$ cat config.mk
export PLATFORM = sky130hd
export DESIGN_NAME = oam_dma
export DESIGN_NICKNAME = d
export VERILOG_FILES = /design/src/rtl/dmg_dma_pkg.sv /design/src/rtl/oam_dma.sv
export SDC_FILE = /design/constraint.sdc
export NUM_CORES = 1
export LEC_CHECK = 0
export ABC_AREA = 1
export BUFFER_PORTS_ARGS = -buffer_cell sky130_fd_sc_hd__buf_4
export CORE_ASPECT_RATIO = 1.5
export CORE_MARGIN = 5
export CORE_UTILIZATION = 48
export DETAILED_ROUTE_END_ITERATION = 16
export GPL_TIMING_DRIVEN = 0
export PLACE_DENSITY = 0.77
export SLEW_MARGIN = 20
export SYNTH_ARGS = -nofsm -noshare
export SYNTH_HDL_FRONTEND = slang
export SYNTH_SLANG_ARGS = --single-unit
$ cat constraint.sdc
create_clock -name clk -period 1.75 [get_ports clk]
set_clock_uncertainty 0.15 [all_clocks]
set_input_delay 0 -clock clk [delete_from_list [all_inputs] [get_ports clk]]
set_output_delay 0 -clock clk [all_outputs]
set_load 0.02 [all_outputs]
$ cat src/rtl/dmg_dma_pkg.sv
// -----------------------------------------------------------------------------
// dmg_dma_pkg
//
// Shared definitions for the sprite-attribute (OAM) DMA engine and the bus
// logic around it.
//
//   dma_state_t   : engine state encoding (IDLE / SETUP / XFER)
//   OAM_LEN       : bytes copied per transfer (one full OAM image)
//   OAM_BASE      : CPU-visible base address of OAM (bus decoder)
//   DMA_REG_ADDR  : address of the DMA start register, FF46 (bus decoder)
// -----------------------------------------------------------------------------
package dmg_dma_pkg;

    typedef enum logic [1:0] {
        IDLE  = 2'd0,
        SETUP = 2'd1,
        XFER  = 2'd2
    } dma_state_t;

    localparam int          OAM_LEN      = 160;
    localparam logic [15:0] OAM_BASE     = 16'hFE00;
    localparam logic [15:0] DMA_REG_ADDR = 16'hFF46;

endpackage

$ cat src/rtl/oam_dma.sv
// -----------------------------------------------------------------------------
// oam_dma
//
// Copies p_OAM_LEN bytes from {page, 8'h00} upward in main RAM into OAM after
// a one-cycle start pulse. The engine is a read master on the main RAM
// (registered q, one-cycle latency, q held while ren is low) and the only
// write master on the OAM RAM. Read data is forwarded to OAM unregistered;
// the write for a read is issued in the cycle after that read.
//
// Ports
//   clk       in   clock, all state changes on posedge
//   rst_n     in   asynchronous active-low reset
//   start     in   one-cycle request; src_page valid with it. A start while a
//                  transfer is running restarts it with the new page.
//   src_page  in   source high byte (value written to FF46), used unfiltered
//   mem_gnt   in   arbiter grant for the main RAM port; no read without it
//   mem_ren   out  main RAM read enable (combinational from state)
//   mem_addr  out  {src_page_q, rd_idx} (combinational from state)
//   mem_q     in   main RAM read data
//   oam_wen   out  OAM write enable (registered)
//   oam_addr  out  OAM byte index (registered)
//   oam_data  out  mem_q passed straight through
//   busy      out  high from SETUP through the cycle of the last OAM write
//   done      out  one-cycle pulse after a transfer completes (not on abort)
//
// Handshake: a main RAM read is issued on any rising edge where mem_ren is
// high; mem_ren already includes mem_gnt, so there is no separate ready.
// The matching OAM write is presented in the following cycle with oam_wen
// high and is accepted by the OAM RAM unconditionally at the next edge.
//
// p_OAM_LEN must be <= 256 so the read address low byte stays in one page.
// -----------------------------------------------------------------------------
module oam_dma
    import dmg_dma_pkg::*;
#(
    parameter int p_ADDR_BITS     = 16,
    parameter int p_DATA_BITS     = 8,
    parameter int p_OAM_LEN       = OAM_LEN,
    parameter int p_OAM_ADDR_BITS = 8
) (
    input  logic                       clk,
    input  logic                       rst_n,
    input  logic                       start,
    input  logic [7:0]                 src_page,
    input  logic                       mem_gnt,
    output logic                       mem_ren,
    output logic [p_ADDR_BITS-1:0]     mem_addr,
    input  logic [p_DATA_BITS-1:0]     mem_q,
    output logic                       oam_wen,
    output logic [p_OAM_ADDR_BITS-1:0] oam_addr,
    output logic [p_DATA_BITS-1:0]     oam_data,
    output logic                       busy,
    output logic                       done
);

    // Nine bits so that the "all reads issued" value (p_OAM_LEN, up to 256)
    // is representable without wrapping back to 0.
    localparam int                  IDX_BITS = 9;
    localparam logic [IDX_BITS-1:0] LEN_IDX  = IDX_BITS'(p_OAM_LEN);

    dma_state_t                 state_q,    state_d;
    logic [IDX_BITS-1:0]        rd_idx_q,   rd_idx_d;
    logic                       rd_pend_q,  rd_pend_d;
    logic [7:0]                 src_page_q, src_page_d;
    logic [p_OAM_ADDR_BITS-1:0] oam_addr_q, oam_addr_d;
    logic                       busy_q,     busy_d;
    logic                       done_q,     done_d;

    logic rd_fire;   // a main RAM read is issued at the coming edge
    logic last_wr;   // this cycle carries the write of the final byte

    assign rd_fire = (state_q == XFER) && (rd_idx_q < LEN_IDX) && mem_gnt;

    // A pending write always belongs to index rd_idx_q-1, so the final write
    // is the pending one once every read has been issued.
    assign last_wr = (state_q == XFER) && rd_pend_q && (rd_idx_q == LEN_IDX);

    // -------------------------------------------------------------------------
    // Next-state logic
    // -------------------------------------------------------------------------
    always_comb begin
        state_d    = state_q;
        rd_idx_d   = rd_idx_q;
        rd_pend_d  = rd_pend_q;
        src_page_d = src_page_q;
        oam_addr_d = oam_addr_q;
        done_d     = 1'b0;

        if (start) begin
            // Start wins over everything, including a read issued this cycle
            // (its data is dropped) and the final write (no done for it).
            // A write already presented this cycle still lands in OAM.
            state_d    = SETUP;
            src_page_d = src_page;
            rd_idx_d   = '0;
            rd_pend_d  = 1'b0;
        end else begin
            case (state_q)
                IDLE: begin
                    rd_pend_d = 1'b0;
                end
                SETUP: begin
                    // Fixed one-cycle start-up delay before the first read.
                    state_d = XFER;
                end
                XFER: begin
                    rd_pend_d = rd_fire;
                    if (rd_fire) begin
                        rd_idx_d   = rd_idx_q + IDX_BITS'(1);
                        oam_addr_d = p_OAM_ADDR_BITS'(rd_idx_q);
                    end
                    if (last_wr) begin
                        state_d = IDLE;
                        done_d  = 1'b1;
                    end
                end
                default: begin
                    state_d   = IDLE;
                    rd_pend_d = 1'b0;
                end
            endcase
        end

        busy_d = (state_d != IDLE);
    end

    // -------------------------------------------------------------------------
    // State registers
    // -------------------------------------------------------------------------
    always_ff @(posedge clk or negedge rst_n) begin
        if (!rst_n) begin
            state_q    <= IDLE;
            rd_idx_q   <= '0;
            rd_pend_q  <= 1'b0;
            src_page_q <= 8'h00;
            oam_addr_q <= '0;
            busy_q     <= 1'b0;
            done_q     <= 1'b0;
        end else begin
            state_q    <= state_d;
            rd_idx_q   <= rd_idx_d;
            rd_pend_q  <= rd_pend_d;
            src_page_q <= src_page_d;
            oam_addr_q <= oam_addr_d;
            busy_q     <= busy_d;
            done_q     <= done_d;
        end
    end

    // -------------------------------------------------------------------------
    // Outputs
    // -------------------------------------------------------------------------
    assign mem_ren  = rd_fire;
    // Driven in every state; only meaningful while mem_ren is high.
    assign mem_addr = p_ADDR_BITS'({src_page_q, rd_idx_q[7:0]});
    assign oam_wen  = rd_pend_q;
    assign oam_addr = oam_addr_q;
    // The RAM holds q while ren is low, so a write stalled behind a dropped
    // grant still sees the byte it was issued for.
    assign oam_data = mem_q;
    assign busy     = busy_q;
    assign done     = done_q;

endmodule

==> summary.md, run 1 <==
| Metric | Value |
|---|---|
| Status | finished clean |
| Ant diodes | 0 |
| Final setup fails | 0 |
| Seq/Total Area, Yosys | 0.503 |
| Worst VDD drop | between 0.6 and 0.7 mV |
| GRT Total Usage | 0.173 |
| Die area | between 4000 and 5000 um^2 |
| H-tree depth | 2 |
| Post-route ant nets | 0 |
| WP data arrival | 1.58 ns |
| Top cell type's share of synthesized area | 0.503 |
| Worst Hold Class | input pin to asynchronous set/reset pin |
| Startpoint types | flip-flop |
| Setup CP Type | flip-flop to flip-flop |
| Mapped cell area | between 1000 and 1500 um^2 |
| Root buffer cell | clkbuf_8 |
| Post-synth net total | roughly 200 |
| Share of cells above drive strength 1 | 0.377 |
| Post-cts sizing count | 0 |
| Synthesized area per cell | 8.62 um^2 |
| Nets | 260 |
| Pre-antenna DRT Iters | 4 |
| Pwr/cell area | 727 nW/um^2 |
| Vias | 1341 |
| Post-CTS setup buffer count | 0 |
| Switch share | 0.253 |
| Max Used Layer | met4 |
| Initial Util | 0.507 |
| Ports | 56 |
| Psw | roughly 0.39 mW |
| FF+latch count, synth | 30 |
| Final design utilization | 0.712 |
| Area leader, netlist | dfrtp_1 |
| CORE AREA | ~3000 um^2 |
| CTS sink count | 30 |
| CTS tree | built |
| Clock Latency Late Sink | ~0.28 ns |
| Largest net degree at the start of global routing | 31 |
| RSZ-0062 raised after global routing | no |
| Complex-gate fraction of the synthesized area | 0.0696 |
| Clk pwr share | 0.370 |
| WL final | around 3.6 mm |
| Port bufs | between 40 and 50 |
| Synth cell types | 20 |
| Placer Congestion | approximately 0.87 |
| Sequential power share | 0.483 |
| CP Capture Type | flip-flop |
| Internal | 1.14 mW |
| Period utilization | 0.891 |
| GR Overflow Total | 0 |
| Finished Layout Cells | between 200 and 300 |
| Remaining DRCs | 0 |
| Bufs on Longest Clock Path | 2 |
| Post-layout instance area | roughly 2100 um^2 |
| Top cells by area, synth | dfrtp_1 (50%), nand2_1 (15%), buf_4 (8.1%), o21ai_2 (5.3%), inv_1 (3.3%) |
| Max-cap violations | 0 |
| Hold-fix buffers at CTS | 11 |
| WL met1 | between 1 and 1.5 mm |
| Synth warn | 0 |
| Die Height | a little under 80 um |
| Final worst slack | roughly 0.19 ns |
| Vias per Instance | roughly 4.8 |
| Row Count | 24 |
| Slew headroom | 0.704 |
| Slew Limit Fails | 0 |
| Xor/xnor share of the synthesized area | 0.0117 |
| Post-Synthesis Cells | between 150 and 200 |
| Crit path required time | ~1.8 ns |
| Post-Synth Simple-Gate Area | 0.263 |
| Post-synthesis mux area share | 0 |
| Crit path max fanout | 10 |
| Dpl ws | 0.195 ns |
| Slew @ Worst Pin | 0.444 ns |
| Met3 wire len | between 200 and 250 um |
| Combinational power share | 0.147 |
| Placed Area | approximately 1900 um^2 |
| Placed cells | roughly 260 |
| Num CTS Buffers | 5 |
| Vias in the first global route | between 1000 and 1500 |
| Slack of the worst reg-to-reg path | 0.19 ns |
| Clock transition at path regs | approximately 0.06 ns |
| Synth Area in Adders | 0.0168 |
| Fill cell count | approximately 250 |
| Chip width | between 50 and 60 um |
| Final hold violation count | 0 |
| Fmax achieved | 641 MHz |
| Final critical-path required period | ~1.6 ns |
| Initial antenna violation count | 0 |
| Average wire per standard cell | between 10 and 15 um |
| 1st-iter DRT viols | 50 |
| TNS Setup | 0 ns |
| Largest family of logic cells by synthesized area | simple AND/OR/NAND/NOR gates |
| DR WL met2 | around 2 mm |
| Placed wire-length estimate | 2.58 mm |
| LEAKAGE | approximately 1.1 nW |
| Area Overhead vs Synth | 40.4% |
| First-pass GRT wire length | approximately 6 mm |
## worst max-delay path, cell delays in order (launching register included)
cell	delay, ns
dfrtp_1	0.38
buf_6	0.14
nor2_2	0.11
nor2_2	0.06
nor2_4	0.19
nand2_4	0.13
buf_6	0.18
nand2_2	0.06
nand2_1	0.05
## area by class of cell
class | count | area [um^2] | area share
Multi-Input combinational cell | 109 | 538 | 0.257
Timing Repair Buffer | 58 | 463 | 0.221
Clock inverter | 1 | 5.00 | 0.00239
Clock buffer | 7 | 86.3 | 0.0412
Tap cell | 39 | 48.8 | 0.0233
Buffer | 21 | 154 | 0.0735
Inverter | 13 | 48.8 | 0.0233
Sequential cell | 30 | 751 | 0.358
## synth_stat cells
| cell type | number |
|---|---|
| dfrtp_1 | 30 |
| ha_1 | 2 |
| buf_6 | 2 |
| nor2_4 | 1 |
| nand2_4 | 1 |
| inv_1 | 13 |
| nor3_1 | 2 |
| buf_4 | 16 |
| xor2_1 | 2 |
| a21oi_1 | 1 |
| nand2_1 | 59 |
| o21ai_2 | 9 |
| or2_2 | 2 |
| nor2_1 | 11 |
| nand2_2 | 1 |
| clkbuf_1 | 3 |
| nor2_2 | 4 |
| nand4_1 | 2 |
| o21ai_0 | 4 |
| nand3_1 | 8 |
## state kept, by name, summed over array words and instances, names as in the netlist
signal,cells
oam_addr,8
oam_wen,1
state_q,2
src_page_q,8
done,1
rd_idx_q,9
busy,1
## logic make-up (layout without fill, tap and decap cells)
group	after synthesis	count (layout)
simple gates	91	91
buf+inv	34	100
flops	30	30
compound gates	14	14
fa+ha+maj	2	2
xor+xnor	2	2
## final timing paths
check | from | to | depth (start not counted)
min in group clk | mem_q[5] | oam_data[5] | 2
worst min-delay path | rst_n | oam_addr[2] | 2
worst max-delay path | rd_idx_q[5] | oam_addr[2] | 8
max in group asynchronous | rst_n | oam_addr[7] | 2
worst max register to register | rd_idx_q[5] | oam_addr[2] | 8
worst min register to register | src_page_q[2] | src_page_q[2] | 2
## power groups by stage
stage	Sequential [mW]	Combinational [mW]	Clock, mW
2_1_floorplan	0.771	0.0778	0
3_3_place_gp	0.746	0.199	0
3_5_place_dp	0.746	0.205	0
4_1_cts	0.735	0.224	0.575
5_1_grt	0.738	0.243	0.614
6_report	0.735	0.224	0.564
## cell usage in the layout (no fill, tap or decap), drive strengths merged
cell type     n
o21ai        13
nor3          2
nand3         8
clkinv        1
inv          13
ha            2
dlygate4sd3  11
nand4         2
a21oi         1
clkbuf       10
buf          65
or2           2
xor2          2
nor2         16
nand2        61
dfrtp        30
## metrics by stage
stage	total power, mW	hold slack (ns)
after global routing	1.59	0.0522
after floorplan	0.849	-0.446
after detailed placement	0.951	-0.198
after global placement	0.945	-0.209
after CTS	1.53	0.0453
final	1.52	0.0339
## routing by layer
layer  vias to the layer above  track usage
met5                         -            0
met4                         0       0.0438
met3                         5       0.0542
met2                        48        0.339
met1                       639        0.174
li1                        649            -
Note: power is estimated with default switching activity, not from simulation.
==> run 2, diff against run 1 <==
--- a/config.mk
+++ b/config.mk
@@ -9,10 +9,10 @@
 export BUFFER_PORTS_ARGS = -buffer_cell sky130_fd_sc_hd__buf_4
 export CORE_ASPECT_RATIO = 1.5
 export CORE_MARGIN = 5
-export CORE_UTILIZATION = 48
+export CORE_UTILIZATION = 40
 export DETAILED_ROUTE_END_ITERATION = 16
 export GPL_TIMING_DRIVEN = 0
-export PLACE_DENSITY = 0.77
+export PLACE_DENSITY = 0.66
 export SLEW_MARGIN = 20
 export SYNTH_ARGS = -nofsm -noshare
 export SYNTH_HDL_FRONTEND = slang
==> run 2 against run 1 <==
Sequential share of layout area decreased by 0.40 points. Core utilization decreased by 13 points. Worst setup slack improved by 0.015 ns. Final cell count increased by 1.4%. Wire length decreased by 12%. Sequential cell count unchanged. Highest routed layer unchanged. Via count decreased by 7.3%. Critical path depth unchanged. Critical endpoint unchanged. First-iteration DRC count decreased by 60%. Combinational power decreased by 3%. Largest power group unchanged. Fmax increased by 0.97%.
==> summary.md, run 2 (synthesis results as in run 1) <==
| Metric | Value |
|---|---|
| Status | finished clean |
| Initial antenna violation count | 0 |
| Die Height | around 85 um |
| Fill cell count | 347 |
| Port bufs | 47 |
| Dpl ws | around 0.19 ns |
| Clock Latency Late Sink | approximately 0.28 ns |
| Area Overhead vs Synth | 42.0% |
| Pwr/cell area | ~750 nW/um^2 |
| Post-route ant nets | 0 |
| Startpoint types | flip-flop |
| Row Count | 27 |
| WHS | 0.0318 ns |
| Slew @ Worst Pin | 0.472 ns |
| Placed wire-length estimate | around 2.3 mm |
| Crit path max fanout | 10 |
| Final setup fails | 0 |
| 1st-iter DRT viols | 20 |
| Final critical-path required period | 1.54 ns |
| CTS tree | built |
| Crit path required time | between 1.5 and 2 ns |
| Max-cap violations | 0 |
| Power Total | around 1.6 mW |
| LEAKAGE | 1.11 nW |
| Max reg flops | 9 |
| Ant diodes | 0 |
| Post-layout instance area | roughly 2100 um^2 |
| WL final | about 3.2 mm |
| Fmax achieved | roughly 650 MHz |
| Final design utilization | 0.581 |
| Die area | a little over 5000 um^2 |
| Average wire per standard cell | 11.3 um |
| CTS sink count | 30 |
| GR Overflow Total | 0 |
| Slack of the worst reg-to-reg path | between 0.2 and 0.25 ns |
| Worst reg2reg path depth | 8 |
| Initial Util | 0.409 |
| Nets | 260 |
| Commonest non-fill, non-tap cell in the layout | buf_4 |
| Post-CTS setup buffer count | 0 |
| Pre-antenna DRT Iters | 4 |
| Vias per Instance | 4.41 |
| Biggest register | rd_idx_q |
| Worst Hold Class | input pin to asynchronous set/reset pin |
| Num CTS Buffers | 5 |
| TNS Setup | 0 ns |
| Register area | ~750 um^2 |
| Vias in the first global route | about 1300 |
| Ports | between 50 and 60 |
| CP Capture Type | flip-flop |
| FF-to-FF Start | rd_idx_q[5] |
| Chip width | ~60 um |
| Slew headroom | 0.685 |
| Worst VDD drop | about 0.8 mV |
| Final worst slack | between 0.2 and 0.25 ns |
| CORE AREA | ~3600 um^2 |
| Final hold violation count | 0 |
| WP data arrival | roughly 1.6 ns |
| Worst R2R End | oam_addr[2] |
| Area occupied by multi-input gates | 538 um^2 |
| Setup CP Type | flip-flop to flip-flop |
| Most frequent cells in the layout | buf_4 (63), nand2_1 (59), dfrtp_1 (30), inv_1 (13) |
| Placed cells | 263 |
| Root buffer cell | clkbuf_8 |
| First-pass GRT wire length | 5.69 mm |
| Period utilization | 0.883 |
| Placer Congestion | 0.806 |
| Clock transition at path regs | ~0.060 ns |
| Largest net degree at the start of global routing | 31 |
| GRT Total Usage | 0.145 |
| Bufs on Longest Clock Path | 2 |
| H-tree depth | 2 |
| Vias | ~1200 |
| Finished Layout Cells | ~280 |
| Share of cells above drive strength 1 | 0.381 |
| Remaining DRCs | 0 |
| Placed Area | around 1900 um^2 |
| RSZ-0062 raised after global routing | no |
| Slew Limit Fails | 0 |
## run 2: metal layers
layer  share of wire  global-route usage  vias to the layer above  routed length [um]
met5               0                   0                        -                   0
met4           0.017              0.0544                        0                  55
met3           0.073              0.0431                        4                 231
met2            0.53               0.255                       39                1670
met1            0.38               0.159                      555                1220
li1                -                   -                      645                   -
## run 2: worst max-delay path, cell delays in order (launching register included)
cell and delay, ns:
dfrtp_1 0.39, buf_6 0.14, nor2_2 0.11, nor2_2 0.05
nor2_4 0.19, nand2_4 0.13, buf_6 0.18, nand2_2 0.06
nand2_1 0.05
## run 2: final cells by class
cell class	instances	share of cell area
tap	43	0.0254
clock buffer	8	0.0520
timing repair buffer	58	0.219
sequential	30	0.354
multi-input combinational	109	0.254
buffer	21	0.0727
inverter	13	0.0230
## run 2: worst max path at each step
stage,start,end,slack (ns),depth (start not counted)
final,rd_idx_q[5],oam_addr[2],0.21,8
after global routing,rd_idx_q[5],oam_addr[2],0.07,8
after CTS,rd_idx_q[5],oam_addr[2],0.18,8
after detailed placement,rd_idx_q[5],oam_addr[2],0.19,8
after global placement,rd_idx_q[5],oam_addr[2],0.21,8
after floorplan,rd_idx_q[5],oam_addr[2],0.23,8
## run 2: timing repair
item	CTS	global route
resized for setup	0	0
hold buffers	11	0
hold endpoints to repair	49	0
## run 2: power breakdown
part | switching (mW) | leakage [nW] | internal (mW)
Sequential | 0.0139 | 0.398 | 0.719
Combinational | 0.115 | 0.656 | 0.102
Clock | 0.244 | 0.0575 | 0.396
==> run 3, diff against run 2 <==
==> constraint.sdc (replaced) <==
create_clock -name clk -period 1.75 [get_ports clk]
set_clock_uncertainty 0.15 [all_clocks]
set_input_delay 0.175 -clock clk [delete_from_list [all_inputs] [get_ports clk]]
set_output_delay 0.175 -clock clk [all_outputs]
set_load 0.02 [all_outputs]
==> run 3 against run 2 <==
Total power is essentially flat. Global-route usage grew 0.091 points. Sequential share of layout area is the same. Count of clock-buffer cells in the layout is the same. Cell area is the same. Die area is the same. Wire length grew 0.41%. Sequential cell count is the same. Fmax shrank 4.3%. Non-clock buffer count is the same. Clock power is essentially flat. Worst setup slack lost 0.070 ns. Critical path type is now input pin to flip-flop. Critical endpoint is now rd_idx_q[2]. Highest routed layer unchanged.
==> summary.md, run 3 (synthesis results as in run 1) <==
| Metric | Value |
|---|---|
| Die Height | 84.8 um |
| Ant diodes | 0 |
| Area Overhead vs Synth | 42.0% |
| Max-cap violations | 0 |
| CTS sink count | 30 |
| Pwr/cell area | roughly 750 nW/um^2 |
| Slew headroom | 0.685 |
| GRT Total Usage | 0.146 |
| CP Capture Type | flip-flop |
| Register area | 751 um^2 |
| Average wire per standard cell | about 11 um |
| First-pass GRT wire length | ~5.7 mm |
| Worst reg2reg path depth | 8 |
| Critical path origin | start |
| Slack of the worst reg-to-reg path | 0.26 ns |
| Final critical-path required period | between 1.5 and 2 ns |
| Vias in the first global route | approximately 1300 |
| Slowest CP cell | dlygate4sd3_1 |
| Final setup fails | 0 |
| CP max stage delay | between 0.5 and 0.6 ns |
| Psw | approximately 0.37 mW |
| Slew Limit Fails | 0 |
| Bufs on Longest Clock Path | 2 |
| Worst R2R End | oam_addr[2] |
| Slew @ Worst Pin | 0.472 ns |
| Sequential power share | 0.460 |
| Fill cell count | between 300 and 400 |
| Power Total | ~1.6 mW |
| Worst VDD drop | 0.825 mV |
| Most frequent cells in the layout | buf_4 (64), nand2_1 (59), dfrtp_1 (30), inv_1 (13) |
| Max reg flops | 9 |
| Clk pwr share | 0.403 |
| CTS tree | built |
| FF-to-FF Start | rd_idx_q[5] |
| Internal | 1.22 mW |
| Crit-path cells | dlygate4sd3_1, buf_4, inv_1, clkbuf_1, nand4_1, nand2_1 |
| Port bufs | between 40 and 50 |
| Post-route ant nets | 0 |
| WL final | 3.19 mm |
| Combinational power share | 0.137 |
| Biggest register | rd_idx_q |
| LEAKAGE | approximately 1.1 nW |
| Worst Hold Class | input pin to asynchronous set/reset pin |
| Area occupied by multi-input gates | between 500 and 600 um^2 |
| Chip width | roughly 60 um |
| Commonest non-fill, non-tap cell in the layout | buf_4 |
| CORE AREA | approximately 3600 um^2 |
| Initial antenna violation count | 0 |
| Ports | between 50 and 60 |
| Vias per Instance | about 4.4 |
| WP data arrival | 1.68 ns |
| Placed wire-length estimate | approximately 2.3 mm |
| Switch share | 0.235 |
| Clock Latency Late Sink | 0.28 ns |
| Status | finished clean |
| Vias | approximately 1300 |
| Startpoint types | input pin |
| Crit path required time | 1.82 ns |
| RSZ-0062 raised after global routing | no |
| Num CTS Buffers | 5 |
| Row Count | 27 |
| Fmax achieved | around 620 MHz |
| CP bufs+invs | 4 |
| H-tree depth | 2 |
| Placer Congestion | about 0.8 |
| Die area | just over 5000 um^2 |
| Remaining DRCs | 0 |
| 1st-iter DRT viols | 21 |
| Cell family with most CP delay | buffers and inverters |
| Share of cells above drive strength 1 | 0.389 |
| Nets | 260 |
| Period utilization | 0.923 |
| Crit path max fanout | 10 |
| Largest net degree at the start of global routing | 31 |
| Pre-antenna DRT Iters | 4 |
| Setup CP Type | input pin to flip-flop |
| Clock transition at path regs | 0.06 ns |
| Initial Util | 0.409 |
| TNS Setup | 0 ns |
| GR Overflow Total | 0 |
| Root buffer cell | clkbuf_8 |
| Final hold violation count | 0 |
==> run 3: cell types whose count changed in the layout (fill, tap and decap cells not counted) <==
cell           before  now
nor2_1             11   10
buf_4              63   64
nor2_2              4    5
dlygate4sd3_1      11   10
==> run 3: stage by stage <==
step / hold slack (ns) / setup WS (ns) / cells / cell area, um^2 / util
finish: 0.206 / 0.135 / 282 / 2120 / 0.581
global placement: -0.0268 / 0.214 / 263 / 1900 / 0.520
detailed placement: -0.0223 / 0.193 / 263 / 1900 / 0.520
floorplan: -0.271 / 0.231 / 173 / 1490 / -
global route: 0.248 / 0.0137 / 282 / 2120 / 0.581
CTS: 0.214 / 0.0702 / 281 / 2110 / 0.578
==> run 3: area by class of cell <==
class	instances	share of cell area
flip-flops and latches	30	0.354
clock buffers	8	0.0520
repair buffers	58	0.217
inverters	13	0.0230
plain buffers	21	0.0727
multi-input cells	109	0.255
well taps	43	0.0254
==> run 3: worst max path at each step <==
stage                       end  slack [ns]  cells past startpoint
finish              rd_idx_q[2]        0.14                      6
detailed placement  oam_addr[2]        0.19                      8
floorplan           oam_addr[2]        0.23                      8
global route            mem_ren        0.01                      4
CTS                     mem_ren        0.07                      5
global placement    oam_addr[2]        0.21                      8
==> run 3: worst reg2reg max path, stage by stage, from the launching register on <==
cell and delay [ns]:
dfrtp_1 0.39, buf_6 0.14, nor2_2 0.11, nor2_2 0.05, nor2_4 0.15, nand2_4 0.12, buf_6 0.18, nand2_2 0.06
nand2_1 0.05
==> run 3: repair_timing <==
| action | 4_1_cts | 5_1_grt |
|---|---|---|
| setup buffers | 0 | 1 |
| hold endpoints to repair | 39 | 0 |
| endpoints found under the setup margin | 0 | 1 |
| gates resized for setup | 0 | 1 |
| hold buffers | 10 | 0 |
==> run 3: power by group through the flow <==
| stage | clock network [mW] | logic [mW] | registers [mW] |
|---|---|---|---|
| after floorplan | 0 | 0.0778 | 0.771 |
| after global placement | 0 | 0.200 | 0.745 |
| after detailed placement | 0 | 0.202 | 0.745 |
| after CTS | 0.664 | 0.220 | 0.733 |
| after global routing | 0.699 | 0.241 | 0.737 |
| final | 0.641 | 0.218 | 0.733 |
==> run 3: per-layer routing <==
metal	wire length [um]	GRT usage	share of wire
met1	1210	0.159	0.38
met2	1690	0.257	0.53
met3	233	0.0446	0.073
met4	60	0.0544	0.019
met5	0	0	0
